[config.mk]
export PLATFORM = sky130hd
export DESIGN_NAME = sal_rd_resp_buf_flat
export DESIGN_NICKNAME = d
export VERILOG_FILES = /design/src/rtl/sal_rd_resp_buf_if.sv /design/src/rtl/sal_rd_resp_buf.sv /design/src/flat_wrapper.sv
export SDC_FILE = /design/constraint.sdc
export NUM_CORES = 1
export LEC_CHECK = 0
export BUFFER_PORTS_ARGS = -buffer_cell sky130_fd_sc_hd__buf_2
export CAP_MARGIN = 20
export CORE_AREA = 2 2 536 272
export DETAILED_ROUTE_END_ITERATION = 12
export DIE_AREA = 0 0 538 274
export GPL_ROUTABILITY_DRIVEN = 0
export PLACE_DENSITY = 0.42
export SLEW_MARGIN = 5
export SYNTH_ARGS = -nofsm -noshare
export SYNTH_HDL_FRONTEND = slang
export SYNTH_SLANG_ARGS = --single-unit
[constraint.sdc]
create_clock -name clk -period 12.9 [get_ports clk]
set_clock_uncertainty 0.1 [all_clocks]
set_input_delay 2.58 -clock clk [delete_from_list [all_inputs] [get_ports clk]]
set_output_delay 2.58 -clock clk [all_outputs]
set_load 0.005 [all_outputs]
[src/rtl/sal_rd_resp_buf_if.sv]
// Read-return bus bundle: scheduler descriptor post, DFI read data capture and AXI R channel.
// The master modport is the environment side; the slave modport is the buffer itself.
interface sal_rd_resp_buf_if #(
  parameter int unsigned DATA_W = 64,
  parameter int unsigned ID_W   = 4,
  parameter int unsigned LEN_W  = 4
);
  logic              cmd_valid_i;
  logic              cmd_ready_o;
  logic [ID_W-1:0]   cmd_id_i;
  logic [LEN_W-1:0]  cmd_len_i;
  logic              dfi_rddata_valid_i;
  logic [DATA_W-1:0] dfi_rddata_i;
  logic              r_valid_o;
  logic              r_ready_i;
  logic [ID_W-1:0]   r_id_o;
  logic [DATA_W-1:0] r_data_o;
  logic [1:0]        r_resp_o;
  logic              r_last_o;
  logic              err_o;

  modport master (
    output cmd_valid_i, cmd_id_i, cmd_len_i, dfi_rddata_valid_i, dfi_rddata_i, r_ready_i,
    input  cmd_ready_o, r_valid_o, r_id_o, r_data_o, r_resp_o, r_last_o, err_o
  );

  modport slave (
    input  cmd_valid_i, cmd_id_i, cmd_len_i, dfi_rddata_valid_i, dfi_rddata_i, r_ready_i,
    output cmd_ready_o, r_valid_o, r_id_o, r_data_o, r_resp_o, r_last_o, err_o
  );
endinterface

[src/rtl/sal_rd_resp_buf.sv]
// Read-return buffer: queues read-burst descriptors, captures DFI read beats into a reserved
// data FIFO and replays them as in-order AXI R bursts.
module sal_rd_resp_buf #(
  parameter int unsigned DATA_W    = 64,
  parameter int unsigned ID_W      = 4,
  parameter int unsigned LEN_W     = 4,
  parameter int unsigned DEPTH     = 16,
  parameter int unsigned CMD_DEPTH = 4
) (
  input  logic               clk,
  input  logic               rst,
  sal_rd_resp_buf_if.slave   bus
);

  localparam int unsigned AW  = $clog2(DEPTH);
  localparam int unsigned CAW = $clog2(CMD_DEPTH);
  localparam int unsigned CW  = AW + 1;

  typedef struct packed {
    logic [ID_W-1:0]  id;
    logic [LEN_W-1:0] len;
  } cmd_t;

  logic [DATA_W-1:0] data_mem [DEPTH];
  cmd_t              cmd_mem  [CMD_DEPTH];

  logic [AW:0]       d_wr_ptr, d_rd_ptr;
  logic [CAW:0]      c_wr_ptr, c_rd_ptr;
  logic [CW-1:0]     resv_cnt, exp_cnt;
  logic [LEN_W-1:0]  beat_cnt;
  logic              err_q;

  logic [CW-1:0]     resv_nxt, exp_nxt;
  logic [CW-1:0]     burst_beats, free_space;
  logic              d_empty, c_empty, c_full;
  logic              cmd_ready, cmd_acc;
  logic              r_valid, r_last, r_hs;
  logic              dfi_wr, dfi_stray;
  cmd_t              head;

  // FIFO status and handshake decode
  always_comb begin
    d_empty     = (d_wr_ptr == d_rd_ptr);
    c_empty     = (c_wr_ptr == c_rd_ptr);
    c_full      = (c_wr_ptr[CAW] != c_rd_ptr[CAW]) &&
                  (c_wr_ptr[CAW-1:0] == c_rd_ptr[CAW-1:0]);
    head        = cmd_mem[c_rd_ptr[CAW-1:0]];
    burst_beats = CW'(bus.cmd_len_i) + CW'(1);
    free_space  = CW'(DEPTH) - resv_cnt;
    cmd_ready   = !rst && !c_full && (free_space >= burst_beats);
    cmd_acc     = bus.cmd_valid_i && cmd_ready;
    r_valid     = !c_empty && !d_empty;
    r_last      = r_valid && (beat_cnt == head.len);
    r_hs        = r_valid && bus.r_ready_i;
    dfi_wr      = bus.dfi_rddata_valid_i && (exp_cnt != '0);
    dfi_stray   = bus.dfi_rddata_valid_i && (exp_cnt == '0);
  end

  // Reservation counters: accept adds a whole burst, R handshake / DFI beat remove one each
  always_comb begin
    resv_nxt = resv_cnt;
    exp_nxt  = exp_cnt;
    if (cmd_acc) begin
      resv_nxt = resv_nxt + burst_beats;
      exp_nxt  = exp_nxt + burst_beats;
    end
    if (r_hs) begin
      resv_nxt = resv_nxt - CW'(1);
    end
    if (dfi_wr) begin
      exp_nxt = exp_nxt - CW'(1);
    end
  end

  always_ff @(posedge clk or posedge rst) begin
    if (rst) begin
      d_wr_ptr <= '0;
      d_rd_ptr <= '0;
      c_wr_ptr <= '0;
      c_rd_ptr <= '0;
      resv_cnt <= '0;
      exp_cnt  <= '0;
      beat_cnt <= '0;
      err_q    <= 1'b0;
    end else begin
      resv_cnt <= resv_nxt;
      exp_cnt  <= exp_nxt;
      if (cmd_acc) begin
        c_wr_ptr <= c_wr_ptr + (CAW+1)'(1);
      end
      if (dfi_wr) begin
        d_wr_ptr <= d_wr_ptr + (AW+1)'(1);
      end
      if (dfi_stray) begin
        err_q <= 1'b1;
      end
      if (r_hs) begin
        d_rd_ptr <= d_rd_ptr + (AW+1)'(1);
        if (r_last) begin
          c_rd_ptr <= c_rd_ptr + (CAW+1)'(1);
          beat_cnt <= '0;
        end else begin
          beat_cnt <= beat_cnt + LEN_W'(1);
        end
      end
    end
  end

  // Storage arrays need no reset: every read is qualified by the pointer-derived valid
  always_ff @(posedge clk) begin
    if (dfi_wr) begin
      data_mem[d_wr_ptr[AW-1:0]] <= bus.dfi_rddata_i;
    end
    if (cmd_acc) begin
      cmd_mem[c_wr_ptr[CAW-1:0]] <= cmd_t'{id: bus.cmd_id_i, len: bus.cmd_len_i};
    end
  end

  assign bus.cmd_ready_o = cmd_ready;
  assign bus.r_valid_o   = r_valid;
  assign bus.r_id_o      = r_valid ? head.id : '0;
  assign bus.r_data_o    = r_valid ? data_mem[d_rd_ptr[AW-1:0]] : '0;
  assign bus.r_resp_o    = 2'b00;
  assign bus.r_last_o    = r_last;
  assign bus.err_o       = err_q;

endmodule

[src/flat_wrapper.sv]
// flat-port wrapper written by rule: the top's interface ports become plain ports
module sal_rd_resp_buf_flat 
#(
  parameter int unsigned DATA_W    = 64,
  parameter int unsigned ID_W      = 4,
  parameter int unsigned LEN_W     = 4,
  parameter int unsigned DEPTH     = 16,
  parameter int unsigned CMD_DEPTH = 4
)
  (clk, rst, bus_cmd_valid_i, bus_cmd_id_i, bus_cmd_len_i, bus_dfi_rddata_valid_i, bus_dfi_rddata_i, bus_r_ready_i, bus_cmd_ready_o, bus_r_valid_o, bus_r_id_o, bus_r_data_o, bus_r_resp_o, bus_r_last_o, bus_err_o);
  sal_rd_resp_buf_if #(.DATA_W(DATA_W), .ID_W(ID_W), .LEN_W(LEN_W)) bus_i ();
  input  logic clk;
  input  logic rst;
  input wire logic [$bits(bus_i.cmd_valid_i)-1:0] bus_cmd_valid_i;
  input wire logic [$bits(bus_i.cmd_id_i)-1:0] bus_cmd_id_i;
  input wire logic [$bits(bus_i.cmd_len_i)-1:0] bus_cmd_len_i;
  input wire logic [$bits(bus_i.dfi_rddata_valid_i)-1:0] bus_dfi_rddata_valid_i;
  input wire logic [$bits(bus_i.dfi_rddata_i)-1:0] bus_dfi_rddata_i;
  input wire logic [$bits(bus_i.r_ready_i)-1:0] bus_r_ready_i;
  output wire logic [$bits(bus_i.cmd_ready_o)-1:0] bus_cmd_ready_o;
  output wire logic [$bits(bus_i.r_valid_o)-1:0] bus_r_valid_o;
  output wire logic [$bits(bus_i.r_id_o)-1:0] bus_r_id_o;
  output wire logic [$bits(bus_i.r_data_o)-1:0] bus_r_data_o;
  output wire logic [$bits(bus_i.r_resp_o)-1:0] bus_r_resp_o;
  output wire logic [$bits(bus_i.r_last_o)-1:0] bus_r_last_o;
  output wire logic [$bits(bus_i.err_o)-1:0] bus_err_o;
  assign bus_i.cmd_valid_i = bus_cmd_valid_i;
  assign bus_i.cmd_id_i = bus_cmd_id_i;
  assign bus_i.cmd_len_i = bus_cmd_len_i;
  assign bus_i.dfi_rddata_valid_i = bus_dfi_rddata_valid_i;
  assign bus_i.dfi_rddata_i = bus_dfi_rddata_i;
  assign bus_i.r_ready_i = bus_r_ready_i;
  assign bus_cmd_ready_o = bus_i.cmd_ready_o;
  assign bus_r_valid_o = bus_i.r_valid_o;
  assign bus_r_id_o = bus_i.r_id_o;
  assign bus_r_data_o = bus_i.r_data_o;
  assign bus_r_resp_o = bus_i.r_resp_o;
  assign bus_r_last_o = bus_i.r_last_o;
  assign bus_err_o = bus_i.err_o;
  sal_rd_resp_buf #(.DATA_W(DATA_W), .ID_W(ID_W), .LEN_W(LEN_W), .DEPTH(DEPTH), .CMD_DEPTH(CMD_DEPTH)) u_core (.clk(clk), .rst(rst), .bus(bus_i));
endmodule
Yosys cells after proc, flatten, opt, wreduce, memory -nomap -nowiden
Memories as Yosys holds them, arrays and structs flattened.
Index checks and enable logic that the tools add are counted.

storage, ports and cells
  flip-flop bits (word level) = 31
  memory bits (writable) = 1056
  input port bits = 77
  output and inout bits = 74
  word-level logic and storage cells = 54
  memories kept = 2

cells by class
  add/sub/neg operators = 11
  $lt $le $gt $ge = 1
  equality and inequality tests = 5
  multiplexer cells = 11
  reductions and logical operators = 16

memory list
  memory           words  bits a word  rd ports  clocked after memory_dff  wr ports  line                   text
  u_core.data_mem  16     64           1         0                         1         sal_rd_resp_buf.sv:24  logic [DATA_W-1:0] data_mem [DEPTH];
  u_core.cmd_mem   4      8            1         0                         1         sal_rd_resp_buf.sv:25  cmd_t cmd_mem [CMD_DEPTH];

operators with widths
  kind                 count
  $mux 64              1
  $mux 5               4
  $add 5x1->5 const B  2
  $add 5x5->5          2
  $sub 5x1->5 const B  2
  $logic_and 1x1->1    9
  $mux 4               2
  $add 3x1->3 const B  2
  $add 4x1->5 const B  1
  $eq 5x5->1           1
  $ge 5x5->1           1
  $logic_not 5->1      1
  $reduce_bool 5->1    1
  $sub 5x5->5 const A  1
  $add 4x1->4 const B  1
  $eq 4x4->1           1
  $logic_not 1->1      4
  $mux 1               4
  $eq 3x3->1           1
  $eq 2x2->1           1
  $reduce_and 2->1     1
  $ne 1x1->1           1

Longest topological paths before layout
Gate-level depths: netlist (run 1).

  word-level depth = 9
  gate-level depth with buffers = 15

Worst setup path after synthesis (run 1)
Ideal clock, no wire load.

  path type = input-to-reg
  from = in bus_dfi_rddata_valid_i
  to = mem u_core.data_mem[1][0] (enable)
  setup time = 0.666 ns
  arrival time = 9.351 ns
  required time = 12.134 ns
  slack = 2.783 ns
  stages = 2
  path buffers = 0
  path through = nand2_1 nor4b_1

between the ends
  word-level cells in the longest chain between the ends = 3

ends and longest elaborated chain
  what                          line                    text
  start: declaration            flat_wrapper.sv:17      input wire logic [$bits(bus_i.dfi_rddata_valid_i)-1:0] bus_dfi_rddata_valid_i;
  $logic_and 1x1->1             sal_rd_resp_buf.sv:55   dfi_wr = bus.dfi_rddata_valid_i && (exp_cnt != '0);
  $mux 1                        sal_rd_resp_buf.sv:111  if (dfi_wr) begin
  $mux 1 (not written as such)  sal_rd_resp_buf.sv:112  data_mem[d_wr_ptr[AW-1:0]] <= bus.dfi_rddata_i;
  end: declaration              sal_rd_resp_buf.sv:24

Every way passes these cells.

Final worst setup path (run 1)
  from = reg u_core.d_rd_ptr[0]
  to = out bus_r_data_o[49]

between the ends
  word-level cells in the longest chain between the ends = 4

ends and longest elaborated chain
  what                                                                   line                    text
  start: declaration                                                     sal_rd_resp_buf.sv:27   logic [AW:0] d_wr_ptr, d_rd_ptr;
  start signal: assignment                                               sal_rd_resp_buf.sv:98   d_rd_ptr <= d_rd_ptr + (AW+1)'(1);
  parallel branches: the longest is 3 deep, another holds $mem_v2 16x64  n/a
  $mux 64 *                                                              sal_rd_resp_buf.sv:122  assign bus.r_data_o = r_valid ? data_mem[d_rd_ptr[AW-1:0]] : '0;
  end: declaration                                                       flat_wrapper.sv:23      output wire logic [$bits(bus_i.r_data_o)-1:0] bus_r_data_o;

Every way passes the cells marked *.

==> reports/metrics.csv, run 1 <==
stage,metric,value,unit
outcome,status,"complete, no violations",
pwr,p_per_area,229.9,nW/um^2
finish,area_growth,15.34,%
grt,globalRouteTotalUtil,14.89,%
flow_run,maxCapViolations,0,
routing,drc_errors,0,
yosys,synth_top_area_share,74.54,%
clocking,postCtsHoldBufs,0,
finish,fin_nets,2101,
yosys,ys.flop_type,edfxtp_1,
yosys,yosysSeqAreaShare,76.37,%
clocking,clock_path_buffers,3,
yosys,synthCells,1793,
yosys,ys_warn_count,0,
setup_path,worstPathRequired,10.22,ns
setup_path,end_kind,output port,
yosys,yosysUniqueCellTypes,47,
clocking,cts_setup_buffers,0,
setup_path,critical_path_class,reg2out,
sta,finalHoldViolCount,0,
sta,slew_headroom,29.30,%
placement,dp_cells,3806,
setup_path,crit_path_max_fanout,100,
sta,worst_pin_slew,1.061,ns
routing,wire_per_inst,27.16,um
yosys,ys_ff_latch,1087,
clocking,cts.sinks,1087,
clocking,clkTransAtPathRegs,0.07,ns
worst_hold_path,hold_path.class,reg2reg,
grt,globalRouteOverflowTotal,0,
clocking,cts-root-buf,clkbuf_16,
sta,finalCritPeriodShare,57.86,%
routing,drt_iter0_drc,1692,
clocking,htreeDepth,3,
yosys,async_reset_ff_share,2.852,%
clocking,cts_tree,built,
routing,routed_wl,108800,um
sta,setup_viol,0,
yosys,yosys-top-cells-area,"edfxtp_1 (75%), mux4_2 (17%), dfrtp_1 (1.8%)",
routing,first_pass_iters,7,
placement,post-dp-hpwl,54240,um
finish,layout.cells.non_filler,4005,
setup_path,cp.arrival,4.78,ns
floorplan,placeableCoreArea,143700,um^2
pwr,peakVddDrop,0.0001849,V
sta,fmaxAchievable,0.1340,GHz
yosys,avgSynthCellArea,23.73,um^2
grt,antenna_found_initial,19,
floorplan,die_h,274,um
grt,grt_pass1_vias,20480,
clocking,cts_buffers,104,
placement,port_buffers,148,
yosys,post_synth_instance_area,42540,um^2
routing,antenna_left,0,
pwr,total_power,11.28,mW
sta,fin_tns_setup,0,ns
floorplan,fp.dieArea,147400,um^2
floorplan,initial_core_util,29.61,%
setup_path,start_kind,register,
yosys,yosysTopAreaCell,edfxtp_1,
sta,period_minus_slack,7.464,ns
floorplan,rows,99,
floorplan,die_x,538,um
yosys,synth_edf_count,1056,
finish,fillers,13320,
grt,grt_pass1_wl,155400,um
clocking,ctsResizeCount,0,
pwr,leakage,15.48,nW
routing,num_vias,19200,
routing,drt-vias-per-instance,4.793,
finish,drive_gt1_share,33.17,%
grt,grt_max_degree,139,
sta,timing_max_transition_violations_final,0,
floorplan,ios,151,
clocking,clock_latency,0.73,ns
sta,grt_setup_unrepaired,false,
## metal layers
layer	global-route usage, %	share of wire [%]	vias to the layer above
met5	0	0.050	-
met4	2.936	1.7	8
met3	2.833	4.6	148
met2	23.14	46	399
met1	21.82	47	10610
li1	-	-	8028
## where the power goes
part,switching [mW],internal [mW]
Combinational,1.91,1.68
Sequential,0.208,4.27
Clock,1.39,1.83
## synthesized netlist by cell type, types with 2 or more instances
cell type,count
dfrtp_1,31
a211oi_1,2
nor4b_1,4
nor2b_1,2
and4_1,4
nand2b_1,2
and2_1,80
nor3b_1,2
nand4b_1,2
o21ai_0,7
xnor2_1,26
ha_1,28
buf_6,25
a31o_2,2
buf_4,4
mux2i_1,8
buf_1,10
nor2_1,7
and3_1,3
fa_1,2
buf_2,11
nor3_1,10
edfxtp_1,1056
nand4_1,3
a31oi_1,2
nand3_1,6
a21oi_1,11
mux4_2,323
inv_1,15
o21ai_1,3
clkbuf_1,40
nand2_1,19
a21o_1,5
mux4_1,5
xor2_1,21
## critical path: stages (launching register included)
cell and delay, ns:
dfrtp_4 0.80, buf_12 0.69, buf_4 0.86, mux4_2 0.63, mux4_2 0.51, and2_1 0.18, buf_2 0.14
## cells in the final DEF (no fill, tap or decap), types with 18 or more instances in the layout
cell type  count
ha_1          28
nand2_1       19
xnor2_1       26
clkbuf_1      18
clkinv_1      22
xor2_1        21
clkbuf_16    104
buf_2        148
mux4_2       323
dfrtp_1       27
buf_4         33
edfxtp_1    1056
clkinv_2      24
and2_1        72
## cell type report
| type | count | area (um^2) | share of cell area [%] |
|---|---|---|---|
| diodes | 3 | 7.507 | 0.01530 |
| clock buffers | 122 | 2670 | 5.442 |
| clock inverters | 73 | 865.8 | 1.765 |
| inverters | 15 | 57.56 | 0.1173 |
| multi-input cells | 602 | 9505 | 19.37 |
| flip-flops and latches | 1087 | 32500 | 66.24 |
| well taps | 1919 | 2401 | 4.894 |
| repair buffers | 184 | 1056 | 2.152 |
## kinds of logic after synthesis
logic type	after synthesis	share of synthesized area, %
AOI/OAI and AO/OA	37	0.5677
xor gates and xnor gates	47	0.9677
adders and majority gates	30	0.9177
buffers and inverters	105	1.435
DFF	1087	76.37
muxes	338	17.65
other	1	0.008815
and+or+nand+nor	148	2.085
## sequential cells by signal (all words and copies together) (netlist names)
signal            cells
u_core.exp_cnt        5
u_core.resv_cnt       5
u_core.beat_cnt       4
u_core.data_mem    1024
u_core.c_wr_ptr       3
u_core.c_rd_ptr       3
u_core.d_rd_ptr       5
u_core.cmd_mem       32
u_core.d_wr_ptr       5
u_core.bus.err_o      1
## final timing paths
kind / from / endpoint / slack, ns / cells past startpoint
worst min-delay path: u_core.exp_cnt[4] / u_core.exp_cnt[4] / 0.38 / 1
min in group asynchronous: rst / u_core.exp_cnt[1] / 1.87 / 3
worst max register to register: u_core.resv_cnt[1] / u_core.resv_cnt[4] / 9.06 / 14
worst min register to register: u_core.exp_cnt[4] / u_core.exp_cnt[4] / 0.38 / 1
worst max-delay path: u_core.d_rd_ptr[0] / bus_r_data_o[49] / 5.44 / 6
max in group asynchronous: rst / u_core.d_rd_ptr[2] / 10.46 / 3
## stage by stage
stage	setup slack, ns	hold WS [ns]	util, %	cell area [um^2]
5_1_grt	4.984	0.4053	34.14	49060
3_3_place_gp	5.532	0.3665	31.66	45490
3_5_place_dp	5.551	0.3668	31.66	45490
4_1_cts	5.200	0.3811	34.12	49030
2_1_floorplan	2.783	0.3472	-	42540
6_report	5.436	0.3811	34.15	49060
Power figures use the tool's default switching activity.
==> run 2: changes to the inputs <==
==> constraint.sdc (replaced) <==
create_clock -name clk -period 7.8 [get_ports clk]
set_clock_uncertainty 0.1 [all_clocks]
set_input_delay 1.56 -clock clk [delete_from_list [all_inputs] [get_ports clk]]
set_output_delay 1.56 -clock clk [all_outputs]
set_load 0.005 [all_outputs]
==> run 2 against run 1 <==
Global-route usage decreased by 0.14 points. Count of clock-buffer cells in the layout increased by 3. Setup slack got worse by 3.4 ns.
==> reports/metrics.csv, run 2 (synthesized netlist as in run 1, its figures left out) <==
stage,metric,value,unit,change
sta,hold_ws,0.3763,ns,was 0.3811 ns
pwr,combPwrFrac,32.0,%,was 31.8%
finish,layout.area.seq,32500,um^2,unchanged
sta,period_minus_slack,5.733,ns,
routing,drt-vias-per-instance,4.783,,was 4.793
floorplan,die_x,538,um,unchanged
clocking,clock_latency,0.68,ns,was 0.73 ns
worst_hold_path,holdPathEnd,u_core.exp_cnt[4],,unchanged
clocking,postCtsHoldBufs,0,,unchanged
floorplan,placeableCoreArea,143700,um^2,unchanged
pwr,total_power,18.30,mW,was 11.28 mW
sta,finalCritPeriodShare,73.50,%,
finish,fin_nets,2103,,was 2101
setup_path,cp.arrival,4.07,ns,was 4.78 ns
grt,globalRouteTotalUtil,14.75,%,was 14.89%
sta,fin_tns_setup,0,ns,unchanged
pwr,leakage,15.34,nW,was 15.48 nW
placement,dp_slack,2.427,ns,was 5.551 ns
pwr,peakVddDrop,0.0002940,V,was 0.0001849 V
placement,post-dp-hpwl,55690,um,was 54240 um
setup_path,r2r_setup_slack,3.70,ns,was 9.06 ns
routing,drt_iter0_drc,1612,,was 1692
setup_path,crit_top_cell,mux4_2,,unchanged
pwr,p_per_area,374.8,nW/um^2,was 229.9 nW/um^2
setup_path,critical_path_class,reg2out,,unchanged
finish,final_cell_mix,"edfxtp_1 (1056), mux4_2 (323), buf_2 (148), clkbuf_16 (107), and2_1 (72)",,"was edfxtp_1 (1056), mux4_2 (323), buf_2 (148), clkbuf_16 (104), and2_1 (72)"
grt,grt_max_degree,145,,was 139
sta,worst_slack,2.067,ns,was 5.436 ns
sta,setup_viol,0,,unchanged
clocking,htreeDepth,3,,unchanged
worst_hold_path,hold_depth,1,,unchanged
floorplan,ios,151,,unchanged
setup_path,start_kind,register,,unchanged
sta,worst_pin_slew,1.070,ns,was 1.061 ns
clocking,cts_buffers,105,,was 104
grt,grt_pass1_wl,154500,um,was 155400 um
clocking,cts_setup_buffers,0,,unchanged
flow_run,maxCapViolations,0,,unchanged
outcome,status,"complete, no violations",,unchanged
sta,timing_max_transition_violations_final,0,,unchanged
setup_path,worstPathRequired,6.14,ns,was 10.22 ns
pwr,switching_share,31.21,%,was 31.07%
routing,drc_errors,0,,unchanged
finish,largest_reg_flops,1024,,unchanged
setup_path,cp_num_buf_inv,2,,was 3
clocking,cts.sinks,1087,,unchanged
setup_path,r2r_end,u_core.exp_cnt[4],,was u_core.resv_cnt[4]
sta,grt_setup_unrepaired,false,,unchanged
floorplan,initial_core_util,29.61,%,unchanged
floorplan,rows,99,,unchanged
floorplan,die_h,274,um,unchanged
sta,fmaxAchievable,0.1744,GHz,
setup_path,crit_path_max_fanout,60,,was 100
finish,fillers,13430,,was 13320
routing,antenna_left,0,,unchanged
grt,grt_pass1_vias,20730,,was 20480
sta,finalHoldViolCount,0,,unchanged
clocking,ctsResizeCount,0,,unchanged
clocking,cts_tree,built,,unchanged
worst_hold_path,min_from,u_core.exp_cnt[4],,unchanged
pwr,p_int,12.59,mW,was 7.774 mW
worst_hold_path,hold_path.class,reg2reg,,unchanged
pwr,power_frac_clock,27.0,%,was 28.5%
finish,drive_gt1_share,32.40,%,was 33.17%
grt,globalRouteOverflowTotal,0,,unchanged
routing,first_pass_iters,5,,was 7
pwr,p_switching,5.710,mW,was 3.505 mW
routing,num_vias,19150,,was 19200
setup_path,r2r_start,u_core.resv_cnt[1],,unchanged
placement,port_buffers,148,,unchanged
clocking,clock_path_buffers,3,,unchanged
clocking,cts-root-buf,clkbuf_16,,unchanged
routing,wire_per_inst,27.03,um,was 27.16 um
setup_path,cpMaxStageDelayCell,dfrtp_4,,was buf_4
pwr,seq_power_share,41.0,%,was 39.7%
routing,routed_wl,108200,um,was 108800 um
finish,area_growth,14.74,%,was 15.34%
floorplan,fp.dieArea,147400,um^2,unchanged
setup_path,end_kind,output port,,unchanged
setup_path,ff2ff_path_depth,14,,unchanged
grt,antenna_found_initial,18,,was 19
clocking,clkTransAtPathRegs,0.07,ns,about the same
finish,layout.cells.non_filler,4004,,was 4005
finish,multiInputGateArea,9502,um^2,was 9505 um^2
setup_path,crit_chain,"buf_4, mux4_2, mux4_2, and2_1, buf_2",,"was buf_12, buf_4, mux4_2, mux4_2, and2_1, buf_2"
setup_path,crit_family,buffers and inverters,,unchanged
sta,slew_headroom,28.67,%,was 29.30%
finish,layout_commonest_cell,edfxtp_1,,unchanged
placement,dp_cells,3807,,was 3806
setup_path,cp_slowest_stage_delay,1.05,ns,was 0.86 ns
-- run 2: cell count changes in the layout (fill, tap and decap cells not counted) --
cell / delta
a21oi_1: +1
a21oi_2: -1
buf_4: +1
bufinv_16: -10
clkbuf_16: +3
clkinv_1: +13
clkinv_2: -11
clkinv_4: +1
clkinv_8: -4
diode_2: +2
inv_16: -1
inv_6: +5
-- run 2: power groups by stage --
stage / Combinational (mW) / Clock (mW) / Sequential, mW
3_5_place_dp: 6.06 / 0 / 7.64
2_1_floorplan: 4.02 / 0 / 7.34
3_3_place_gp: 6.02 / 0 / 7.61
4_1_cts: 6.08 / 5.11 / 7.51
6_report: 5.85 / 4.95 / 7.50
5_1_grt: 6.38 / 5.33 / 7.57
-- run 2: worst max path at each step --
stage,end,start,cells past startpoint,slack [ns]
final,bus_r_data_o[14],u_core.d_rd_ptr[1],5,2.07
after global routing,bus_r_data_o[14],u_core.d_rd_ptr[1],5,1.84
after CTS,bus_r_data_o[10],u_core.d_rd_ptr[0],5,1.82
after detailed placement,u_core.exp_cnt[4],bus_cmd_len_i[0],15,2.43
after global placement,bus_cmd_ready_o,bus_cmd_len_i[0],10,2.43
after floorplan,u_core.data_mem[1][0],bus_dfi_rddata_valid_i,2,-1.30
-- run 2: layout make-up --
type / count / share of cell area, %
diodes: 5 / 0.02563
clock buffers: 125 / 5.624
clock inverters: 66 / 1.079
inverters: 15 / 0.1179
multi-input cells: 602 / 19.47
flip-flops and latches: 1087 / 66.59
well taps: 1919 / 4.919
repair buffers: 185 / 2.179
-- run 2: routing by layer --
layer	routed length [um]	up-vias	track usage, %
li1	-	8009	-
met1	51410	10580	21.19
met2	50400	418	23.41
met3	4545	134	2.785
met4	1800	8	2.966
met5	57	-	0
-- run 2: through the flow --
stage	cell area, um^2	utilization, %
global placement	45500	31.66
finish	48810	33.97
detailed placement	45500	31.66
CTS	48770	33.94
global route	48800	33.97
floorplan	42540	-
